$ cat src/rtl/alu_pkg.sv
// Shared definitions for the sequential ALU: opcode encodings, the control
// FSM state type and small width-independent decode helpers.
package alu_pkg;

    // Opcode encodings carried on cu_aluc.
    localparam logic [3:0] ALU_ADD  = 4'b0000;
    localparam logic [3:0] ALU_SUB  = 4'b0001;
    localparam logic [3:0] ALU_AND  = 4'b0010;
    localparam logic [3:0] ALU_OR   = 4'b0011;
    localparam logic [3:0] ALU_XOR  = 4'b0100;
    localparam logic [3:0] ALU_SLL  = 4'b0101;
    localparam logic [3:0] ALU_SRL  = 4'b0110;
    localparam logic [3:0] ALU_SRA  = 4'b0111;
    localparam logic [3:0] ALU_SLT  = 4'b1000;
    localparam logic [3:0] ALU_SLTU = 4'b1001;
    localparam logic [3:0] ALU_MULU = 4'b1100;
    localparam logic [3:0] ALU_DIVU = 4'b1101;

    // Control FSM states.
    typedef enum logic [1:0] {
        ST_IDLE = 2'd0,
        ST_MUL  = 2'd1,
        ST_DIV  = 2'd2,
        ST_DONE = 2'd3
    } alu_state_t;

    // True when the request needs the iterative unit. A divide by zero is
    // resolved in one cycle and never enters the iterative path.
    function automatic logic is_iter_op(input logic [3:0] op, input logic divisor_zero);
        return (op == ALU_MULU) || ((op == ALU_DIVU) && !divisor_zero);
    endfunction

endpackage

$ cat src/rtl/mdu_iter.sv
// Iterative unsigned multiply / divide datapath, one bit per cycle.
// Ports:
//   clk, rst_n  - clock, async active-low reset
//   start       - load operands and begin (op: 0 = multiply, 1 = divide)
//   a, b        - operands (multiplicand/multiplier or dividend/divisor)
//   done        - high during the final iteration cycle
//   lo, hi      - values after the current iteration; when done is high these
//                 are product low/high or quotient/remainder
module mdu_iter #(
    parameter int WIDTH = 32
) (
    input  logic             clk,
    input  logic             rst_n,
    input  logic             start,
    input  logic             op,
    input  logic [WIDTH-1:0] a,
    input  logic [WIDTH-1:0] b,
    output logic             done,
    output logic [WIDTH-1:0] lo,
    output logic [WIDTH-1:0] hi
);

    localparam int CW = $clog2(WIDTH) + 1;

    logic             active_r;
    logic             op_r;
    logic [CW-1:0]    cnt_r;
    logic [WIDTH-1:0] acc_r;    // partial product high word / partial remainder
    logic [WIDTH-1:0] q_r;      // multiplier shifting into product low / dividend into quotient
    logic [WIDTH-1:0] b_r;

    logic [WIDTH:0]   sum_s;
    logic [WIDTH:0]   rsh_s;
    logic [WIDTH-1:0] diff_s;
    logic             ge_s;
    logic [WIDTH-1:0] acc_n_s;
    logic [WIDTH-1:0] q_n_s;

    // One shift-add or restoring-divide step on the current registers.
    always_comb begin
        sum_s  = {1'b0, acc_r} + (q_r[0] ? {1'b0, b_r} : {(WIDTH+1){1'b0}});
        rsh_s  = {acc_r, q_r[WIDTH-1]};
        ge_s   = (rsh_s >= {1'b0, b_r});
        // When ge_s holds the true difference is below b_r, so the low bits suffice.
        diff_s = rsh_s[WIDTH-1:0] - b_r;
        if (op_r) begin
            acc_n_s = ge_s ? diff_s : rsh_s[WIDTH-1:0];
            q_n_s   = {q_r[WIDTH-2:0], ge_s};
        end else begin
            acc_n_s = sum_s[WIDTH:1];
            q_n_s   = {sum_s[0], q_r[WIDTH-1:1]};
        end
    end

    assign done = active_r && (cnt_r == CW'(WIDTH - 1));
    assign lo   = q_n_s;
    assign hi   = acc_n_s;

    // Operand load on start, then one iteration per cycle until done.
    always_ff @(posedge clk or negedge rst_n) begin
        if (!rst_n) begin
            active_r <= 1'b0;
            op_r     <= 1'b0;
            cnt_r    <= {CW{1'b0}};
            acc_r    <= {WIDTH{1'b0}};
            q_r      <= {WIDTH{1'b0}};
            b_r      <= {WIDTH{1'b0}};
        end else if (start) begin
            active_r <= 1'b1;
            op_r     <= op;
            cnt_r    <= {CW{1'b0}};
            acc_r    <= {WIDTH{1'b0}};
            q_r      <= a;
            b_r      <= b;
        end else if (active_r) begin
            acc_r <= acc_n_s;
            q_r   <= q_n_s;
            cnt_r <= cnt_r + {{(CW-1){1'b0}}, 1'b1};
            if (done) begin
                active_r <= 1'b0;
            end else begin
                active_r <= 1'b1;
            end
        end else begin
            active_r <= 1'b0;
        end
    end

endmodule

$ cat src/rtl/seq_alu.sv
// Multi-cycle execute-stage ALU with valid/ready handshake and registered result.
// Ports:
//   clk, rst_n           - clock, async active-low reset
//   in_valid / in_ready  - request handshake (accepted only in IDLE)
//   alu_ra, alu_rb       - operands, cu_aluc - opcode
//   out_valid/out_ready  - result handshake (held in DONE until taken)
//   alu_result, alu_hi   - result and high word / remainder, alu_zero - result is 0
module seq_alu
    import alu_pkg::*;
#(
    parameter int WIDTH = 32
) (
    input  logic             clk,
    input  logic             rst_n,
    input  logic             in_valid,
    output logic             in_ready,
    input  logic [WIDTH-1:0] alu_ra,
    input  logic [WIDTH-1:0] alu_rb,
    input  logic [3:0]       cu_aluc,
    output logic             out_valid,
    input  logic             out_ready,
    output logic [WIDTH-1:0] alu_result,
    output logic [WIDTH-1:0] alu_hi,
    output logic             alu_zero
);

    localparam int SW = $clog2(WIDTH);

    alu_state_t       state_r;
    alu_state_t       state_n;
    logic [WIDTH-1:0] result_r;
    logic [WIDTH-1:0] hi_r;
    logic             zero_r;
    logic             in_ready_r;
    logic             out_valid_r;

    logic             rb_zero_s;
    logic             accept_s;
    logic             start_s;
    logic [SW-1:0]    sh_s;
    logic [WIDTH-1:0] alu_res_s;
    logic [WIDTH-1:0] alu_hi_s;
    logic [WIDTH-1:0] res_n_s;
    logic [WIDTH-1:0] hi_n_s;
    logic             mdu_done_s;
    logic [WIDTH-1:0] mdu_lo_s;
    logic [WIDTH-1:0] mdu_hi_s;

    assign rb_zero_s = (alu_rb == {WIDTH{1'b0}});
    assign accept_s  = (state_r == ST_IDLE) && in_valid;
    assign start_s   = accept_s && is_iter_op(cu_aluc, rb_zero_s);
    assign sh_s      = alu_rb[SW-1:0];

    mdu_iter #(.WIDTH(WIDTH)) u_mdu (
        .clk   (clk),
        .rst_n (rst_n),
        .start (start_s),
        .op    (cu_aluc == ALU_DIVU),
        .a     (alu_ra),
        .b     (alu_rb),
        .done  (mdu_done_s),
        .lo    (mdu_lo_s),
        .hi    (mdu_hi_s)
    );

    // Single-cycle ALU, including the divide-by-zero shortcut.
    always_comb begin
        alu_hi_s = {WIDTH{1'b0}};
        case (cu_aluc)
            ALU_ADD:  alu_res_s = alu_ra + alu_rb;
            ALU_SUB:  alu_res_s = alu_ra - alu_rb;
            ALU_AND:  alu_res_s = alu_ra & alu_rb;
            ALU_OR:   alu_res_s = alu_ra | alu_rb;
            ALU_XOR:  alu_res_s = alu_ra ^ alu_rb;
            ALU_SLL:  alu_res_s = alu_ra << sh_s;
            ALU_SRL:  alu_res_s = alu_ra >> sh_s;
            ALU_SRA:  alu_res_s = $unsigned($signed(alu_ra) >>> sh_s);
            ALU_SLT:  alu_res_s = {{(WIDTH-1){1'b0}}, ($signed(alu_ra) < $signed(alu_rb))};
            ALU_SLTU: alu_res_s = {{(WIDTH-1){1'b0}}, (alu_ra < alu_rb)};
            ALU_DIVU: begin
                // Only reaches the output when the divisor is zero.
                alu_res_s = {WIDTH{1'b1}};
                alu_hi_s  = alu_ra;
            end
            default:  alu_res_s = {WIDTH{1'b0}};
        endcase
    end

    // State register.
    always_ff @(posedge clk or negedge rst_n) begin
        if (!rst_n) begin
            state_r <= ST_IDLE;
        end else begin
            state_r <= state_n;
        end
    end

    // Next-state logic.
    always_comb begin
        state_n = state_r;
        case (state_r)
            ST_IDLE: begin
                if (!accept_s) begin
                    state_n = ST_IDLE;
                end else if (cu_aluc == ALU_MULU) begin
                    state_n = ST_MUL;
                end else if (start_s) begin
                    state_n = ST_DIV;
                end else begin
                    state_n = ST_DONE;
                end
            end
            ST_MUL, ST_DIV: begin
                if (mdu_done_s) begin
                    state_n = ST_DONE;
                end else begin
                    state_n = state_r;
                end
            end
            ST_DONE: begin
                if (out_ready) begin
                    state_n = ST_IDLE;
                end else begin
                    state_n = ST_DONE;
                end
            end
            default: state_n = ST_IDLE;
        endcase
    end

    // Next output values: loaded only on the transition into DONE, held otherwise.
    always_comb begin
        res_n_s = result_r;
        hi_n_s  = hi_r;
        case (state_r)
            ST_IDLE: begin
                if (accept_s && !start_s) begin
                    res_n_s = alu_res_s;
                    hi_n_s  = alu_hi_s;
                end else begin
                    res_n_s = result_r;
                    hi_n_s  = hi_r;
                end
            end
            ST_MUL, ST_DIV: begin
                if (mdu_done_s) begin
                    res_n_s = mdu_lo_s;
                    hi_n_s  = mdu_hi_s;
                end else begin
                    res_n_s = result_r;
                    hi_n_s  = hi_r;
                end
            end
            default: begin
                res_n_s = result_r;
                hi_n_s  = hi_r;
            end
        endcase
    end

    // Output and handshake registers.
    always_ff @(posedge clk or negedge rst_n) begin
        if (!rst_n) begin
            result_r    <= {WIDTH{1'b0}};
            hi_r        <= {WIDTH{1'b0}};
            zero_r      <= 1'b1;
            in_ready_r  <= 1'b1;
            out_valid_r <= 1'b0;
        end else begin
            result_r    <= res_n_s;
            hi_r        <= hi_n_s;
            zero_r      <= (res_n_s == {WIDTH{1'b0}});
            in_ready_r  <= (state_n == ST_IDLE);
            out_valid_r <= (state_n == ST_DONE);
        end
    end

    assign in_ready   = in_ready_r;
    assign out_valid  = out_valid_r;
    assign alu_result = result_r;
    assign alu_hi     = hi_r;
    assign alu_zero   = zero_r;

endmodule

$ cat config.mk
export PLATFORM = sky130hd
export DESIGN_NAME = seq_alu
export DESIGN_NICKNAME = d
export VERILOG_FILES = /design/src/rtl/alu_pkg.sv /design/src/rtl/mdu_iter.sv /design/src/rtl/seq_alu.sv
export SDC_FILE = /design/constraint.sdc
export NUM_CORES = 1
export LEC_CHECK = 0
export BUFFER_PORTS_ARGS = -buffer_cell sky130_fd_sc_hd__buf_4
export CORE_MARGIN = 2
export CORE_UTILIZATION = 35
export CTS_CLUSTER_DIAMETER = 80
export DETAILED_ROUTE_END_ITERATION = 16
export PLACE_DENSITY_LB_ADDON = 0.1
export SLEW_MARGIN = 40
export SYNTH_ARGS = -nofsm -noshare
export SYNTH_HDL_FRONTEND = slang
export SYNTH_SLANG_ARGS = --single-unit
$ cat constraint.sdc
create_clock -name clk -period 4.3 [get_ports clk]
set_clock_uncertainty 0.1 [all_clocks]
set_input_delay 0.86 -clock clk [delete_from_list [all_inputs] [get_ports clk]]
set_output_delay 0.86 -clock clk [all_outputs]
set_load 0.01 [all_outputs]
======== Word-level counts from Yosys, hierarchy flattened ========
Cells that the tools add are included.
storage, ports and cells
  register bits ........................... 173
  output and inout port bits .............. 67
  word-level logic and storage cells ...... 88
cells by class
  $add $sub $neg .......................... 5
  $lt $le $gt $ge ......................... 3
  eq/ne operators ......................... 18
  shift-type cells ........................ 3
  muxes and demuxes ....................... 27
  bitwise operators ....................... 3
  reductions and logical operators ........ 17
operator list
  cell                   number
  $mux W32               13
  $pmux W32 S11          1
  $pmux W32 S2           2
  $logic_not A32 Y1      2
  $lt A32 B32 Y1         2
  $sub A32 B32 Y32       2
  $add A32 B33 Y33       1
  $ge A33 B32 Y1         1
  $add A32 B32 Y32       1
  $and A32 B32 Y32       1
  $or A32 B32 Y32        1
  $shl A32 B5 Y32        1
  $shr A32 B5 Y32        1
  $sshr A32 B5 Y32       1
  $xor A32 B32 Y32       1
  $eq A4 B3 Y1 const B   4
  $eq A4 B4 Y1 const B   4
  $mux W6                2
  $eq A4 B2 Y1 const B   2
  $mux W2                4
  $add A6 B1 Y6 const B  1
  $eq A2 B2 Y1 const B   3
  $eq A6 B5 Y1 const B   1
  $pmux W2 S3            1
  13 further kinds       23

======== Depth between registers and ports, before layout ========
Gate-level depths: netlist of run 1.
  depth in word-level cells ............... 10
  gate-level depth with buffers ........... 19
  depth with buffers taken out ............ 16

======== Hierarchy ========
From an unflattened synthesis of run 1, not the netlist that was laid out.
second synthesis, totals
  cell total of the unflattened synthesis .. 3,027
  area total of the unflattened synthesis .. 23,187.2 µm²
by module, submodules not included
  module    instances  cells an instance  area each (µm²)
  seq_alu   1          1,931              14,193.6
  mdu_iter  1          1,096              8,993.6

======== Worst setup path after synthesis of run 1 ========
No wires, ideal clock.
  path type ............................... in2reg
  start point ............................. in alu_rb[1]
  end point ............................... reg zero_r (netlist: alu_zero)
  library setup time ...................... 0.096 ns
  arrival ................................. 5.631 ns
  setup slack ............................. -1.528 ns
  stages on the path ...................... 17
  cell sequence ........................... clkinv_1 clkbuf_1 buf_1 buf_1 ha_1 o21bai_1 and3_1 o311a_1 o21ai_1 o311a_1 o2111ai_1 or3b_2 a2bb2oi_1 or4_1 or4_1 nor4_1 nor4bb_1
between the ends
  word-level cells in the longest chain between the ends .. 10
  elaborated cells between the ends (all ways) .. 21
RTL lines
  what                                                                      RTL line        RTL
  start, declared                                                           seq_alu.sv:18   input logic [WIDTH-1:0] alu_rb,
  parallel branches: the longest is 7 deep, another holds $sub A32 B32 Y32  n/a
  $mux W32 *                                                                seq_alu.sv:137  if (accept_s && !start_s) begin
  $pmux W32 S2 *                                                            seq_alu.sv:135  case (state_r)
  via res_n_s[29]                                                           seq_alu.sv:43   logic [WIDTH-1:0] res_n_s;
  $logic_not A32 Y1 *                                                       seq_alu.sv:172  zero_r <= (res_n_s == {WIDTH{1'b0}});
  end signal, assigned                                                      seq_alu.sv:172
  end, declared                                                             seq_alu.sv:33   logic zero_r;
Mark *: on every way through the listed nets, which the timed path passes.
A chain may end at the register's enable or synchronous reset.

======== Worst setup path in the final report of run 1 ========
  start point ............................. in alu_rb[2]
  end point ............................... reg zero_r (netlist: alu_zero)
Same word-level chain as after synthesis.

==> flow_metrics.py, run 1 <==
metrics = {
    "run_status": {
        "status": "finished with violations",
        "failed_checks": "negative setup slack",
    },
    "clock_network": {
        "cts.sinks": 173,
        "cts_made_buffers": 17,
        "path_clk_slew_ns": 0.08,
        "hold_buffers": 0,
        "htreeDepth": 4,
        "cts_tree": "yes",
        "insertion_delay_ns": 0.46,
        "cts.path.max_buffers": 2,
        "cts_root_buf": "clkbuf_16",
    },
    "global_route": {
        "grt-ovfl-total": 0,
        "grt_pass1_wl_mm": 190.0,
        "grt_antenna_before_repair": 5,
        "grt_usage": 0.3925,
        "grt_pass1_vias": 27010,
        "grt_max_degree": 114,
    },
    "worst_hold_path": {
        "worstHoldPathType": "input pin to asynchronous set/reset pin",
    },
    "yosys": {
        "async_flop_share": 1.000,
        "synth_most_common_cell": "nand2_1",
        "yosys_warnings": 0,
        "synth_nets": 3158,
        "netlist_area_um2": 22400,
        "ys_seq_elements": 173,
        "synth_area_leaders": "dfrtp_1 (19%), ha_1 (9.6%), mux4_2 (6.0%), a21oi_1 (5.6%), mux2i_1 (5.3%)",
        "syn_inst": 2911,
        "synth_edf_count": 0,
        "yosys.area.top_type": "dfrtp_1",
        "synth_top_area_frac": 0.1910,
        "synth_commonest_cells": "nand2_1 (306), a21oi_1 (252), nor2_1 (237), o21ai_0 (236)",
        "yosys_most_used_dff": "dfrtp_1",
        "syn_area_per_cell_um2": 7.695,
        "ys_seq_area_frac": 0.1934,
        "ys_types": 95,
    },
    "die": {
        "io_pins": 139,
        "start_util": 0.3545,
        "fp.dieArea_um2": 66040,
        "die_h_um": 257.0,
        "row_count": 92,
        "dieWidth_um": 257.0,
        "core_um2": 63200,
    },
    "routing": {
        "num_vias": 27760,
        "dr.pass1.iters": 6,
        "drcViolationCount": 0,
        "via_per_inst": 6.145,
        "routed_wl_mm": 133.6,
        "first_iter_violations": 2957,
        "antenna_left": 0,
        "wl_per_cell_um": 29.57,
    },
    "worst_setup_path": {
        "timing.setup.critical_path_class": "input pin to flop",
        "path_cells": "buf_4, buf_12, buf_12, buf_4, nor3_4, and3_4, nor4b_4, o21ai_4, buf_8, a22oi_2, nand4_1, a41oi_2, a32oi_2, or4_1, or4_4, nor4_2, nor4bb_2",
        "startpoint_type": "input pin",
        "cp_slowest_cell": "or4_1",
        "path_max_fanout": 27,
        "cp_data_arrival_time_ns": 5.01,
        "cp_slowest_stage_delay_ns": 0.54,
        "cp-end-kind": "flop",
        "crit_required_ns": 4.57,
    },
    "placed_design": {
        "portBuffers": 138,
        "dpl.cell_count": 4479,
        "place_area_um2": 30000,
        "gp_congestion": 1.060,
        "pre_cts_ws_ns": -1.367,
        "dp_hpwl_mm": 110.1,
    },
    "cells_and_area": {
        "stdcell_area_um2": 31020,
        "synthToLayoutAreaGrowth_pct": 38.47,
        "layout-drive-gt1-share": 0.3212,
        "n_antenna_cell": 0,
        "fin_cells": 4517,
        "fin_nets": 3906,
        "final.fill_count": 6236,
    },
    "power": {
        "sw_frac_of_total": 0.5175,
        "p_int_w": 0.009321,
        "finalPower_w": 0.01932,
        "irDropWorstVdd_uv": 596.3,
        "p_leak_nw": 14.42,
        "pwr-share-comb": 0.753,
        "power_density_nw_per_um2": 622.7,
        "netSwitchingPower_w": 0.009996,
        "seqPwrFrac": 0.166,
        "clkPwrFrac": 0.081,
    },
    "sta": {
        "max_freq_mhz": 211.2,
        "finalHoldViolCount": 0,
        "grt_setup_unrepaired": "yes",
        "finalSetupViolCount": 1,
        "period_share": 1.101,
        "worst_pin_slew_ns": 0.8442,
        "finalCriticalPeriod_ns": 4.734,
        "holdWs_ns": 0.1781,
        "finalMaxSlewViolations": 0,
        "maxSlewHeadroom": 0.4324,
        "fin_ws_ns": -0.4339,
    },
    "flow_run": {
        "max_cap_viol_count": 0,
    },
}
-- cell type report --
class	count	area (um^2)	area share
multi-input combinational	2366	17040	0.5494
timing repair buffer	950	7441	0.2399
clock buffer	18	439.2	0.01416
sequential	173	4339	0.1399
inverter	151	579.3	0.01868
clock inverter	13	120.1	0.003872
tap	846	1059	0.03412
-- critical path, delay by kind of cell --
family / cells / cell delay [ns]
AO/OA/AOI/OAI: 4 / 0.91
buffers and inverters: 5 / 0.78
AND/OR/NAND/NOR: 8 / 2.43
-- kinds of logic after synthesis --
kind of cell               Yosys count  share of synthesized area
xor gates and xnor gates            75                    0.02932
muxes                              211                     0.1311
buffers and inverters              372                    0.06663
adders and majority gates          175                    0.09908
and+or+nand+nor                    952                     0.2058
AOI/OAI and AO/OA                  953                     0.2747
DFF                                173                     0.1934
-- per-layer routing --
layer / up-vias / share of wire / track usage / wire length, um
met5: - / 0.00025 / 0 / 34
li1: 12240 / - / - / -
met3: 341 / 0.087 / 0.07161 / 11610
met1: 13600 / 0.40 / 0.5064 / 54010
met4: 6 / 0.062 / 0.2120 / 8293
met2: 1568 / 0.45 / 0.6216 / 59620
-- power groups by stage --
stage	Combinational, W	Clock, W	Sequential [W]
5_1_grt	0.0157	0.00165	0.00326
3_5_place_dp	0.0139	0	0.00319
6_report	0.0145	0.00157	0.00320
2_1_floorplan	0.00870	0	0.00298
3_3_place_gp	0.0137	0	0.00318
4_1_cts	0.0141	0.00160	0.00317
-- path summary, 6_finish.rpt --
path	slack, ns	end	cells after the start	startpoint
hold reg to reg	0.39	alu_hi[7]	2	alu_hi[7]
min in group clk	0.39	alu_hi[7]	2	alu_hi[7]
setup / recovery	-0.43	alu_zero	17	alu_rb[2]
max in group asynchronous	2.88	alu_zero	2	rst_n
setup reg to reg	-0.09	alu_zero	15	u_mdu.cnt_r[0]
hold / removal	0.18	u_mdu.b_r[29]	1	rst_n
-- through the flow --
stage                     setup TNS, ns    util
after floorplan                 -0.4670       -
after global routing            -0.5606  0.4909
final                           -0.4339  0.4909
after global placement           -3.842  0.4745
after CTS                       -0.3215  0.4881
after detailed placement         -4.181  0.4747
-- timing repair --
| action | in CTS | in global routing |
|---|---|---|
| gates resized for setup | 47 | 36 |
| cloned | 1 | 0 |
| endpoints found under the hold margin | 0 | 0 |
| endpoints found under the setup margin | 10 | 15 |
| setup buffers | 4 | 2 |
| pin swaps | 13 | 13 |
-- registers in the layout, indices dropped and copies added (netlist names) --
| name | count |
|---|---|
| in_ready | 1 |
| u_mdu.acc_r | 32 |
| alu_zero | 1 |
| out_valid | 1 |
| alu_result | 32 |
| u_mdu.q_r | 32 |
| u_mdu.cnt_r | 6 |
| alu_hi | 32 |
| u_mdu.op_r | 1 |
| state_r | 2 |
| u_mdu.b_r | 32 |
| u_mdu.active_r | 1 |
-- placed cells by master (no fill, tap or decap), types with 16 or more instances in the layout --
| master | count |
|---|---|
| a211oi_1 | 36 |
| a21o_1 | 50 |
| a21oi_1 | 246 |
| a221oi_1 | 16 |
| a22oi_1 | 22 |
| a31oi_1 | 30 |
| and2_1 | 44 |
| buf_12 | 18 |
| buf_4 | 922 |
| clkbuf_16 | 18 |
| dfrtp_1 | 169 |
| ha_1 | 166 |
| inv_1 | 148 |
| mux2_2 | 29 |
| mux2i_1 | 118 |
| mux4_2 | 62 |
| nand2_1 | 306 |
| nand2b_1 | 37 |
| nand3_1 | 53 |
| nand4_1 | 29 |
| nor2_1 | 234 |
| nor2b_1 | 33 |
| nor3_1 | 65 |
| nor4_1 | 24 |
| o211ai_1 | 52 |
| o21a_1 | 18 |
| o21ai_0 | 226 |
| o21bai_1 | 23 |
| o221ai_1 | 17 |
| o22ai_1 | 27 |
| or2_2 | 18 |
| or3_1 | 16 |
| xnor2_1 | 49 |
| xor2_1 | 26 |
No activity file was read; power rests on OpenSTA's default activity.
==> inputs of run 2 (changes only) <==
ABC_AREA = 1   (was unset)
==> flow_metrics.py, run 2 <==
metrics = {
    "worst_setup_path": {
        "path_cells": "buf_4, nand2_1, inv_1, ha_1, a21oi_1, a21boi_0, a21boi_0, o21ai_0, a21oi_1, o21ai_0, nand2_1, nand2_1, nand2_1, nand2_1",
        "cp_slowest_cell": "a21boi_0",
        "path_max_fanout": 24,
        "cp_data_arrival_time_ns": 4.17,
        "crit_family": "compound AO/OA/AOI/OAI gates",
        "startpoint_type": "flop",
        "cpMostUsedCell": "nand2_1",
        "timing.setup.critical_path_class": "flop to flop",
        "crit_required_ns": 4.60,
        "cp-end-kind": "flop",
        "critPathBufInv": 2,
        "cp_slowest_stage_delay_ns": 0.67,
    },
    "cells_and_area": {
        "final_util": 0.3976,
        "final.fill_count": 7483,
        "layout-drive-gt1-share": 0.08835,
        "synthToLayoutAreaGrowth_pct": 12.12,
        "multi_input_area_um2": 16070,
        "fin_nets": 4456,
        "final_cell_mix": "nand2_1 (1392), nand3_1 (567), inv_1 (551)",
        "ff_latch_area_um2": 4333,
        "layout_commonest_cell": "nand2_1",
    },
    "sta": {
        "period_share": 0.9001,
        "finalSetupViolCount": 0,
        "finalHoldViolCount": 0,
        "max_freq_mhz": 258.4,
        "grt_setup_unrepaired": "no",
        "finalSetupTns_ns": 0,
        "worst_pin_slew_ns": 1.020,
        "fin_ws_ns": 0.4296,
        "maxSlewHeadroom": 0.3128,
        "finalMaxSlewViolations": 0,
        "holdWs_ns": 0.09498,
        "finalCriticalPeriod_ns": 3.870,
    },
    "clock_network": {
        "cts_tree": "yes",
        "post_cts_buffers": 0,
        "htreeDepth": 4,
        "cts-resized-gates": 0,
        "cts.path.max_buffers": 2,
        "cts.sinks": 173,
        "cts_root_buf": "clkbuf_16",
        "hold_buffers": 0,
        "path_clk_slew_ns": 0.08,
        "insertion_delay_ns": 0.51,
        "cts_made_buffers": 17,
    },
    "yosys": {
        "synth_commonest_cells": "nand2_1 (1393), nand3_1 (567), inv_1 (551), nor2_1 (279), o21ai_0 (218)",
        "synth_area_leaders": "nand2_1 (22%), dfrtp_1 (18%), nand3_1 (12%), ha_1 (9.1%), inv_1 (8.8%)",
        "synth_nets": 4363,
        "ys_seq_elements": 173,
        "synth_top_area_frac": 0.2235,
        "ys_seq_area_frac": 0.1851,
        "syn_area_per_cell_um2": 5.685,
        "yosys.area.top_type": "nand2_1",
        "synth_most_common_cell": "nand2_1",
        "yosys_warnings": 0,
        "synth_edf_count": 0,
        "yosys_most_used_dff": "dfrtp_1",
        "netlist_area_um2": 23400,
        "syn_inst": 4116,
        "ys_types": 58,
        "async_flop_share": 1.000,
    },
    "placed_design": {
        "gp_congestion": 1.111,
        "pre_cts_ws_ns": 0.2948,
        "portBuffers": 138,
        "dp_hpwl_mm": 99.46,
    },
    "routing": {
        "first_iter_violations": 3826,
        "routed_wl_mm": 122.2,
        "drcViolationCount": 0,
        "wl_per_cell_um": 24.02,
        "antenna_left": 0,
        "num_vias": 28310,
        "dr.pass1.iters": 7,
        "via_per_inst": 5.565,
    },
    "die": {
        "dieWidth_um": 262.6,
        "start_util": 0.3546,
        "row_count": 94,
        "die_h_um": 262.6,
        "io_pins": 139,
        "core_um2": 65980,
        "fp.dieArea_um2": 68940,
    },
    "global_route": {
        "grt_usage": 0.3472,
        "grt_pass1_wl_mm": 176.7,
        "grt_max_degree": 93,
        "grt-ovfl-total": 0,
        "grt_pass1_vias": 26240,
        "grt_antenna_before_repair": 4,
    },
    "power": {
        "irDropWorstVdd_uv": 431.4,
        "power_density_nw_per_um2": 505.7,
        "finalPower_w": 0.01327,
        "p_leak_nw": 14.43,
    },
    "run_status": {
        "status": "completed",
    },
    "flow_run": {
        "max_cap_viol_count": 0,
    },
    "worst_hold_path": {
        "worstHoldPathType": "input pin to asynchronous set/reset pin",
    },
}
==> run 2: worst reg2reg max path: cells and delay by family, from the launching register on <==
kind                       cells  cell delay (ns)
AOI/OAI and AO/OA              6             1.94
adders and majority gates      1             0.27
buffers and inverters          2             0.41
DFF                            1             0.65
and+or+nand+nor                5             0.41
==> run 2: per-stage QoR <==
step | instance area [um^2] | cells
CTS | 26200 | 5085
global placement | 25590 | 5053
finish | 26230 | 5087
floorplan | 23400 | 4116
detailed placement | 25600 | 5053
global route | 26230 | 5086
==> run 2: layer usage <==
layer,track usage,up-vias,share of wire,wire length (um)
met1,0.4564,13070,0.42,51320
met2,0.5172,1494,0.42,50740
met4,0.2366,4,0.077,9385
met5,0,-,0.00020,24
li1,-,13460,-,-
met3,0.06213,283,0.088,10730
==> run 2: cell type report <==
class                      count  share of cell area
multi-input combinational   3198              0.6125
sequential                   173              0.1652
inverter                     569             0.08165
timing repair buffer         250             0.07641
tap                          864             0.04121
clock buffer                  17             0.01622
clock inverter                15            0.006725
antenna                        1          0.00009539
==> run 2: power breakdown <==
| part | switching, W | total, W | internal [W] | leakage [nW] |
|---|---|---|---|---|
| logic | 0.00599 | 0.00878 | 0.00279 | 11.9 |
| registers | 0.000555 | 0.00277 | 0.00221 | 2.26 |
| clock network | 0.000888 | 0.00172 | 0.000829 | 0.288 |
==> run 2: kinds of logic (layout without fill, tap and decap cells) <==
kind of cell             after synthesis  count (layout)  share of synthesized area
AO/OA/AOI/OAI                        581             581                     0.1405
XOR/XNOR                              44              44                    0.01647
adder cells (fa/ha/maj)              175             175                    0.09487
buffers and inverters                745             851                     0.1290
flip-flops                           173             173                     0.1851
multiplexers                           1               1                  0.0004278
other                                  0               1                          0
AND/OR/NAND/NOR                     2397            2397                     0.4336
==> run 2: worst paths after layout <==
| path | from | end | slack [ns] | cells past startpoint |
|---|---|---|---|---|
| worst max register to register | u_mdu.q_r[0] | alu_hi[28] | 0.43 | 14 |
| worst min-delay path | rst_n | alu_hi[30] | 0.09 | 1 |
| worst min register to register | alu_hi[7] | alu_hi[7] | 0.39 | 2 |
| max in group asynchronous | rst_n | u_mdu.q_r[2] | 2.92 | 3 |
| min in group clk | alu_hi[7] | alu_hi[7] | 0.39 | 2 |
| worst max-delay path | u_mdu.q_r[0] | alu_hi[28] | 0.43 | 14 |
